<file path="config.mk">
export PLATFORM = sky130hd
export DESIGN_NAME = ahb_lite_sram_slave
export DESIGN_NICKNAME = d
export VERILOG_FILES = /design/src/rtl/ahb_lite_pkg.sv /design/src/rtl/ahb_lane_decode.sv /design/src/rtl/ahb_lite_sram_slave.sv
export SDC_FILE = /design/constraint.sdc
export NUM_CORES = 1
export LEC_CHECK = 0
export CAP_MARGIN = 5
export CORE_ASPECT_RATIO = 1.2
export CORE_UTILIZATION = 31
export CTS_BUF_LIST = sky130_fd_sc_hd__clkbuf_8
export DETAILED_ROUTE_END_ITERATION = 8
export GPL_ROUTABILITY_DRIVEN = 0
export MAX_ROUTING_LAYER = met4
export PLACE_DENSITY = 0.91
export SETUP_SLACK_MARGIN = 0.5
export SLEW_MARGIN = 20
export SYNTH_ARGS = -nofsm -noshare
export SYNTH_HDL_FRONTEND = slang
export SYNTH_SLANG_ARGS = --single-unit
</file>
<file path="constraint.sdc">
create_clock -name clk_i -period 2.34 [get_ports clk_i]
set_input_delay 0.468 -clock clk_i [delete_from_list [all_inputs] [get_ports clk_i]]
set_output_delay 0.468 -clock clk_i [all_outputs]
set_load 0.02 [all_outputs]
</file>
<file path="src/rtl/ahb_lite_pkg.sv">
// Shared AHB-Lite encodings and the SRAM slave FSM state type.
// Latency: n/a (constants and types only).
// Backpressure: n/a.
package ahb_lite_pkg;

    localparam logic [1:0] HTRANS_IDLE   = 2'b00;
    localparam logic [1:0] HTRANS_BUSY   = 2'b01;
    localparam logic [1:0] HTRANS_NONSEQ = 2'b10;
    localparam logic [1:0] HTRANS_SEQ    = 2'b11;

    localparam logic [2:0] HSIZE_BYTE = 3'b000;
    localparam logic [2:0] HSIZE_HALF = 3'b001;
    localparam logic [2:0] HSIZE_WORD = 3'b010;

    localparam logic HRESP_OKAY  = 1'b0;
    localparam logic HRESP_ERROR = 1'b1;

    typedef enum logic [2:0] {
        ST_IDLE  = 3'd0,
        ST_RD    = 3'd1,
        ST_WR    = 3'd2,
        ST_STALL = 3'd3,
        ST_ERR1  = 3'd4,
        ST_ERR2  = 3'd5
    } sram_state_e;

endpackage

</file>
<file path="src/rtl/ahb_lane_decode.sv">
// Maps HSIZE + HADDR[1:0] to a byte-lane mask and a size/alignment legality flag.
// Latency: purely combinational.
// Backpressure: none.
// Ports: hsize_i / addr_lo_i in; lanes_o (bit n = byte lane n), legal_o out.
module ahb_lane_decode
    import ahb_lite_pkg::*;
(
    input  logic [2:0] hsize_i,
    input  logic [1:0] addr_lo_i,
    output logic [3:0] lanes_o,
    output logic       legal_o
);

    always_comb begin
        lanes_o = 4'b0000;
        legal_o = 1'b0;
        case (hsize_i)
            HSIZE_BYTE: begin
                lanes_o = 4'b0001 << addr_lo_i;
                legal_o = 1'b1;
            end
            HSIZE_HALF: begin
                lanes_o = addr_lo_i[1] ? 4'b1100 : 4'b0011;
                legal_o = ~addr_lo_i[0];
            end
            HSIZE_WORD: begin
                lanes_o = 4'b1111;
                legal_o = (addr_lo_i == 2'b00);
            end
            default: begin
                lanes_o = 4'b0000;
                legal_o = 1'b0;
            end
        endcase
    end

endmodule

</file>
<file path="src/rtl/ahb_lite_sram_slave.sv">
// AHB-Lite slave in front of a single-port, one-cycle-latency SRAM of four byte banks.
// Latency: zero-wait reads/writes; a read right after a write waits one cycle (none with AHB_SRAM_WRBUF_EN).
// Backpressure: HREADYOUT low only in STALL and ERR1; illegal transfers get a two-cycle ERROR.
// Ports: AHB-Lite slave side (HSEL..HRESP) and RAM side (mem_addr_o, mem_ce_o, mem_we_o,
// mem_din_o, mem_dout_i). Optional macro AHB_SRAM_WRBUF_EN adds a one-entry write buffer
// that removes the read-after-write stall.
module ahb_lite_sram_slave
    import ahb_lite_pkg::*;
#(
    parameter int          ADDR_W  = 10,
    parameter logic [15:0] BASE_HI = 16'h0000
) (
    input  logic              clk_i,
    input  logic              rst_i,
    input  logic              HSEL,
    input  logic [31:0]       HADDR,
    input  logic [1:0]        HTRANS,
    input  logic              HWRITE,
    input  logic [2:0]        HSIZE,
    input  logic [31:0]       HWDATA,
    input  logic              HREADY,
    output logic              HREADYOUT,
    output logic [31:0]       HRDATA,
    output logic              HRESP,
    output logic [ADDR_W-1:0] mem_addr_o,
    output logic              mem_ce_o,
    output logic [3:0]        mem_we_o,
    output logic [31:0]       mem_din_o,
    input  logic [31:0]       mem_dout_i
);

    sram_state_e       state_q, state_d;
    logic [ADDR_W-1:0] wr_addr_q, wr_addr_d;
    logic [3:0]        wr_lanes_q, wr_lanes_d;
    logic [ADDR_W-1:0] rd_addr_q, rd_addr_d;

    logic [3:0]        dec_lanes;
    logic              size_ok;
    logic [13:0]       word_idx;
    logic              range_ok;
    logic              legal;
    logic              accept;
    logic              can_accept;
    logic              rd_acc;
    logic              wr_acc;
    logic              bad_acc;
    logic [ADDR_W-1:0] haddr_word;
    logic [31:0]       rdata;

    ahb_lane_decode u_lane_decode (
        .hsize_i   (HSIZE),
        .addr_lo_i (HADDR[1:0]),
        .lanes_o   (dec_lanes),
        .legal_o   (size_ok)
    );

    // Word-index bits above the RAM size must be zero so small RAMs do not alias.
    assign word_idx   = HADDR[15:2];
    assign range_ok   = (HADDR[31:16] == BASE_HI) && ((word_idx >> ADDR_W) == 14'd0);
    assign legal      = size_ok & range_ok;
    assign haddr_word = HADDR[ADDR_W+1:2];

    // STALL and ERR1 hold HREADYOUT low, so no address phase completes in them.
    assign can_accept = (state_q != ST_STALL) && (state_q != ST_ERR1);
    assign accept     = HSEL & HREADY & can_accept &
                        ((HTRANS == HTRANS_NONSEQ) || (HTRANS == HTRANS_SEQ));
    assign rd_acc     = accept & legal & ~HWRITE;
    assign wr_acc     = accept & legal & HWRITE;
    assign bad_acc    = accept & ~legal;

`ifdef AHB_SRAM_WRBUF_EN
    logic              buf_vld_q, buf_vld_d;
    logic [ADDR_W-1:0] buf_addr_q, buf_addr_d;
    logic [3:0]        buf_lanes_q, buf_lanes_d;
    logic [31:0]       buf_data_q, buf_data_d;
    logic              buf_hit;

    assign buf_hit = buf_vld_q && (buf_addr_q == rd_addr_q);
`endif

    // Next-state and address-phase capture.
    always_comb begin
        state_d    = state_q;
        wr_addr_d  = wr_addr_q;
        wr_lanes_d = wr_lanes_q;
        rd_addr_d  = rd_addr_q;
        case (state_q)
            ST_STALL: state_d = ST_RD;
            ST_ERR1:  state_d = ST_ERR2;
            default: begin
                if (bad_acc) begin
                    state_d = ST_ERR1;
                end else if (wr_acc) begin
                    state_d    = ST_WR;
                    wr_addr_d  = haddr_word;
                    wr_lanes_d = dec_lanes;
                end else if (rd_acc) begin
                    rd_addr_d = haddr_word;
`ifdef AHB_SRAM_WRBUF_EN
                    state_d   = ST_RD;
`else
                    // The RAM port is busy with the write data phase this cycle.
                    state_d   = (state_q == ST_WR) ? ST_STALL : ST_RD;
`endif
                end else begin
                    state_d = ST_IDLE;
                end
            end
        endcase
    end

    // RAM port arbitration.
    always_comb begin
        mem_addr_o = haddr_word;
        mem_ce_o   = 1'b0;
        mem_we_o   = 4'b0000;
        mem_din_o  = HWDATA;
`ifdef AHB_SRAM_WRBUF_EN
        buf_vld_d   = buf_vld_q;
        buf_addr_d  = buf_addr_q;
        buf_lanes_d = buf_lanes_q;
        buf_data_d  = buf_data_q;
        if ((state_q == ST_WR) && rd_acc) begin
            // Read wins the port; park the write. The buffer is always empty here:
            // it is drained in the cycle that carried this write's address phase.
            buf_vld_d   = 1'b1;
            buf_addr_d  = wr_addr_q;
            buf_lanes_d = wr_lanes_q;
            buf_data_d  = HWDATA;
            mem_ce_o    = 1'b1;
        end else if (state_q == ST_WR) begin
            mem_addr_o = wr_addr_q;
            mem_ce_o   = 1'b1;
            mem_we_o   = wr_lanes_q;
        end else if (rd_acc) begin
            mem_ce_o = 1'b1;
        end else if (buf_vld_q) begin
            mem_addr_o = buf_addr_q;
            mem_ce_o   = 1'b1;
            mem_we_o   = buf_lanes_q;
            mem_din_o  = buf_data_q;
            buf_vld_d  = 1'b0;
        end
`else
        if (state_q == ST_WR) begin
            mem_addr_o = wr_addr_q;
            mem_ce_o   = 1'b1;
            mem_we_o   = wr_lanes_q;
        end else if (state_q == ST_STALL) begin
            mem_addr_o = rd_addr_q;
            mem_ce_o   = 1'b1;
        end else if (rd_acc) begin
            mem_ce_o = 1'b1;
        end
`endif
    end

    // Read data: full word; buffered lanes overlay stale RAM data.
    always_comb begin
        rdata = mem_dout_i;
`ifdef AHB_SRAM_WRBUF_EN
        for (int n = 0; n < 4; n++) begin
            if (buf_hit && buf_lanes_q[n]) begin
                rdata[8*n +: 8] = buf_data_q[8*n +: 8];
            end
        end
`endif
        HRDATA = (state_q == ST_RD) ? rdata : 32'd0;
    end

    assign HREADYOUT = (state_q != ST_STALL) && (state_q != ST_ERR1);
    assign HRESP     = ((state_q == ST_ERR1) || (state_q == ST_ERR2)) ? HRESP_ERROR : HRESP_OKAY;

    always_ff @(posedge clk_i or negedge rst_i) begin
        if (!rst_i) begin
            state_q    <= ST_IDLE;
            wr_addr_q  <= '0;
            wr_lanes_q <= 4'b0000;
            rd_addr_q  <= '0;
        end else begin
            state_q    <= state_d;
            wr_addr_q  <= wr_addr_d;
            wr_lanes_q <= wr_lanes_d;
            rd_addr_q  <= rd_addr_d;
        end
    end

`ifdef AHB_SRAM_WRBUF_EN
    always_ff @(posedge clk_i or negedge rst_i) begin
        if (!rst_i) begin
            buf_vld_q   <= 1'b0;
            buf_addr_q  <= '0;
            buf_lanes_q <= 4'b0000;
            buf_data_q  <= 32'd0;
        end else begin
            buf_vld_q   <= buf_vld_d;
            buf_addr_q  <= buf_addr_d;
            buf_lanes_q <= buf_lanes_d;
            buf_data_q  <= buf_data_d;
        end
    end
`endif

endmodule

</file>
* Yosys cells after proc, flatten, opt, wreduce, memory -nomap -nowiden
Cells that the tools add are included. W data, S select, Z words.
Storage, ports and cells: bits in registers 27, input bits 106, output and inout port bits 81, logic and storage cells 57
Operators by class: eq/ne operators 11, shift operators 1, multiplexer cells 16, bitwise operators 14, reductions and logical operators 11
Operators by type and width (count):
- $mux W32 | 1
- $mux W10 | 2
- $logic_not A16 Y1 | 1
- $logic_not A14 Y1 | 1
- $pmux W4 S3 | 1
- $eq A3 B2 Y1 const B | 3
- $and A1 B1 Y1 | 8
- $mux W4 | 2
- $eq A3 B1 Y1 const B | 2
- $eq A3 B3 Y1 const B | 2
- $mux W2 | 3
- $not A1 Y1 | 6
- $pmux W3 S2 | 1
- $eq A2 B2 Y1 const B | 2
- $mux W1 | 4
- $reduce_and A4 Y1 | 1
- $shl A1 B2 Y4 const A | 1
- $logic_not A3 Y1 | 1
- $mux W3 | 1
- $ne A3 B2 Y1 const B | 1
- $ne A3 B3 Y1 const B | 1
- $pmux W1 S3 | 1
- $reduce_and A3 Y1 | 1
- $logic_and A1 B1 Y1 | 2
- other kinds (3) | 4

* Longest topological paths before layout
depth in word-level cells 10, gate-level depth with buffers 6, depth with buffers taken out 4

* By module
From an unflattened synthesis, not the netlist that was laid out.
Second synthesis, totals: cell total of the unflattened synthesis 201, area total of the unflattened synthesis 2014.4 um^2
By module, submodules not included:
- ahb_lite_sram_slave | times used 1, cells an instance 185, area an instance 1936.9 um^2, seq. area each 675.6 um^2
- ahb_lane_decode | times used 1, cells an instance 16, area an instance 77.6 um^2, seq. area each 0.0 um^2

* Least setup slack after synthesis
OpenSTA, ideal clock, no wires.
path kind input to output, from input port HADDR[18], to output port mem_ce_o, data arrival time 1721 ps, required time 1872 ps, setup slack 151 ps, stages on the path 5, buffers on the path 1, cell sequence or4_4 > nor4_4 > nand4_2 > buf_4 > nand2_1
Between the ends: word-level cells in the longest chain between the ends 8
Ends and longest elaborated chain:
- from (decl) | RTL line ahb_lite_sram_slave.sv:16 | input logic [31:0] HADDR,
- $logic_not A16 Y1 | RTL line ahb_lite_sram_slave.sv:59 | assign range_ok = (HADDR[31:16] == BASE_HI) && ((word_idx >> ADDR_W) == 14'd0);
- $logic_and A1 B1 Y1 | RTL line ahb_lite_sram_slave.sv:59
- $and A1 B1 Y1 | RTL line ahb_lite_sram_slave.sv:60 | assign legal = size_ok & range_ok;
- $and A1 B1 Y1 (2 in series) | RTL line ahb_lite_sram_slave.sv:67 | assign rd_acc = accept & legal & ~HWRITE;
- $mux W1 | RTL line ahb_lite_sram_slave.sv:152 | end else if (rd_acc) begin
- $mux W1 | RTL line ahb_lite_sram_slave.sv:149 | end else if (state_q == ST_STALL) begin
- $mux W1 | RTL line ahb_lite_sram_slave.sv:145 | if (state_q == ST_WR) begin
- to (decl) | RTL line ahb_lite_sram_slave.sv:26 | output logic mem_ce_o,
No other way between the ends.

* Worst setup path in the final report
from input port HADDR[20], to output port mem_ce_o
Same word-level chain as after synthesis.

==> metrics.csv <==
metric,value,unit
maxCapViolations,0,
finalWirelength,6.94,mm
clk_path_buf_depth,2,
slew_violations,0,
grt_pass1_vias,2055,
instances_no_fill,420,
whs_path_depth,1,
cts_tree,yes,
die_area,0.00668,sq mm
r2r_setup_slack,0.28,ns
crit_required,1.87,ns
cp-end-kind,output port,
syn_area,0.00197,sq mm
seq_area_frac_synth,34.3,%
num-nets-final,445,
ios,187,
fin_crit_sh,93.1,%
synth_nets,307,
hpwl,4.43,mm
antenna_cells,0,
fin_crit,2.18,ns
critPathKind,in2out,
slew-limit-headroom,76.2,%
area_growth,105,%
overflow,0,
globalRouteTotalUtil,19.8,%
fin_skew,0.00153,ns
max_freq,459,MHz
grt_pass1_wl,9.62,mm
clock-root-buffer,clkbuf_8,
min_from,wr_addr_q[7]$_DFFE_PN0P_,
io_buffers,121,
start_kind,input pin,
whs_endpoint,wr_addr_q[7]$_DFFE_PN0P_,
viasPerCell,4.64,
synth_seq_cells,27,
reg2reg_to,rd_addr_q[7]$_DFFE_PN0P_,
fin_util,66.3,%
route.detailed.drc,0,
drtAntennaViolNets,0,
drive_gt1_share,58.6,%
hold_viol_final,0,
yosys_warnings,0,
wl_per_cell,16.5,microns
worstSkewPairLatency,0.27,ns
clk_pin_slew_worst_paths,0.10,ns
postCtsHoldBufs,0,
yosysUniqueCellTypes,34,
grt_max_degree,28,
min_path_type,reg2reg,
cts.htree.levels,1,
die_y,89.3,microns
cp_max_fo,2,
cts_buffers,3,
rows,31,
p_leak,1.98,nW
drt_iter0_drc,24,
dr.pass1.iters,3,
ir_worst_vdd,0.000333,V
status,"complete, no violations",
num-fill-cells,434,
dp.cells,385,
tightest_slew,0.358,ns
antenna_found_initial,0,
setup_violations,0,
syn_inst,201,
die_w,74.8,microns
core,0.00609,sq mm
finalWorstSetupSlack,0.162,ns
p_per_area,609,mW/mm^2
num_vias,1949,
start_util,32.4,%
clock_sinks,27,
grt_setup_unrepaired,true,
cp.arrival,1.71,ns
hold-worst-slack,0.512,ns
reg2regPathDepth,7,
r2r_start,state_q[2]$_DFF_PN0_,
dp_slack,-0.673,ns
synth.avg_cell_area,9.80,sq um
==> cell usage in the layout (no fill, tap or decap), types with 4 or more instances in the layout <==
| master | n |
|---|---|
| dlygate4sd2_1 | 6 |
| dfrtp_1 | 26 |
| dlymetal6s2s_1 | 8 |
| and2_4 | 34 |
| mux2_1 | 5 |
| mux2_4 | 13 |
| buf_6 | 72 |
| buf_12 | 5 |
| o21ai_2 | 7 |
| mux2i_1 | 10 |
| nor2_1 | 4 |
| inv_1 | 5 |
| nand2_1 | 7 |
| clkdlybuf4s50_1 | 52 |
| mux2_2 | 4 |
| nand2_2 | 5 |
| buf_4 | 21 |
==> layer usage <==
layer | vias up | global-route usage (%) | share of wire (%)
li1 | 927 | - | -
met2 | 79 | 40.9 | 59
met5 | - | - | 0
met1 | 929 | 17.2 | 33
met4 | 0 | 6.86 | 2.4
met3 | 14 | 3.38 | 6.4
==> worst max path at each step <==
| stage | slack (ns) | end | cells past startpoint | start |
|---|---|---|---|---|
| CTS | 0.10 | mem_ce_o | 6 | HADDR[23] |
| floorplan | 0.22 | mem_ce_o | 5 | HADDR[18] |
| global placement | -0.63 | mem_ce_o | 6 | HADDR[18] |
| detailed placement | -0.67 | mem_ce_o | 6 | HTRANS[1] |
| finish | 0.16 | mem_ce_o | 6 | HADDR[20] |
| global route | 0.09 | mem_ce_o | 5 | state_q[2]$_DFF_PN0_ |
==> flip-flops by register name (all words and copies together), names as in the netlist <==
register	cells
wr_addr_q	10
rd_addr_q	10
wr_lanes_q	4
state_q	3
==> synthesized netlist by cell type (all sizes together) <==
cell / n / area [sq um]
nand2: 12 / 45.0
and2b: 1 / 10.0
a21oi: 4 / 20.0
nor2: 5 / 18.8
and3: 1 / 7.51
and4: 1 / 8.76
o21bai: 1 / 7.51
or3: 1 / 6.26
clkbuf: 7 / 36.3
nor4: 4 / 40.0
or4: 1 / 11.3
inv: 4 / 15.0
mux2: 22 / 278
buf: 34 / 259
and2: 34 / 213
nand2b: 2 / 12.5
o21a: 1 / 7.51
dfrtp: 27 / 676
o22ai: 1 / 6.26
a2111oi: 2 / 20.0
mux2i: 12 / 120
nor3b: 3 / 27.5
nor2b: 3 / 18.8
nand4: 3 / 31.3
o21ai: 12 / 60.1
nand3: 1 / 5.00
nor3: 2 / 10.0
==> report_power, final <==
part	internal, mW	switching (mW)
registers	0.484	0.0227
clock network	0.118	0.152
logic	1.00	0.682
==> per-stage QoR <==
step / TNS, ns / cell area [sq um] / power [mW]
3_5_place_dp: -4.69 / 3170 / 1.51
2_1_floorplan: 0 / 1980 / 1.07
5_1_grt: 0 / 4040 / 2.57
4_1_cts: 0 / 3690 / 2.30
6_report: 0 / 4040 / 2.46
3_3_place_gp: -3.49 / 3170 / 1.49
==> layout make-up <==
class | count | area (sq um) | area share [%]
Timing Repair Buffer | 174 | 1880 | 46.5
Multi-Input combinational cell | 129 | 1320 | 32.7
Sequential cell | 27 | 677 | 16.8
Tap cell | 82 | 103 | 2.54
Clock buffer | 3 | 41.3 | 1.02
Inverter | 4 | 15.0 | 0.372
Clock inverter | 1 | 3.75 | 0.0930
==> critical path, cell delays in order <==
cell	delay, ns
buf_6	0.09
or4_4	0.53
nor4_4	0.24
nand4_4	0.16
nand2_2	0.10
buf_6	0.11
==> cells by family after synthesis <==
group / after synthesis / share of synthesized area [%]
simple gates: 74 / 23.6
compound gates: 21 / 6.16
buf+inv: 45 / 15.7
flops: 27 / 34.3
mux: 34 / 20.2
==> repair_timing <==
item,CTS,global route
setup endpoints to repair,76,72
cloned,3,2
resized for setup,383,65
pin swaps,36,32
setup buffers,17,9
Power figures use the tool's default switching activity.
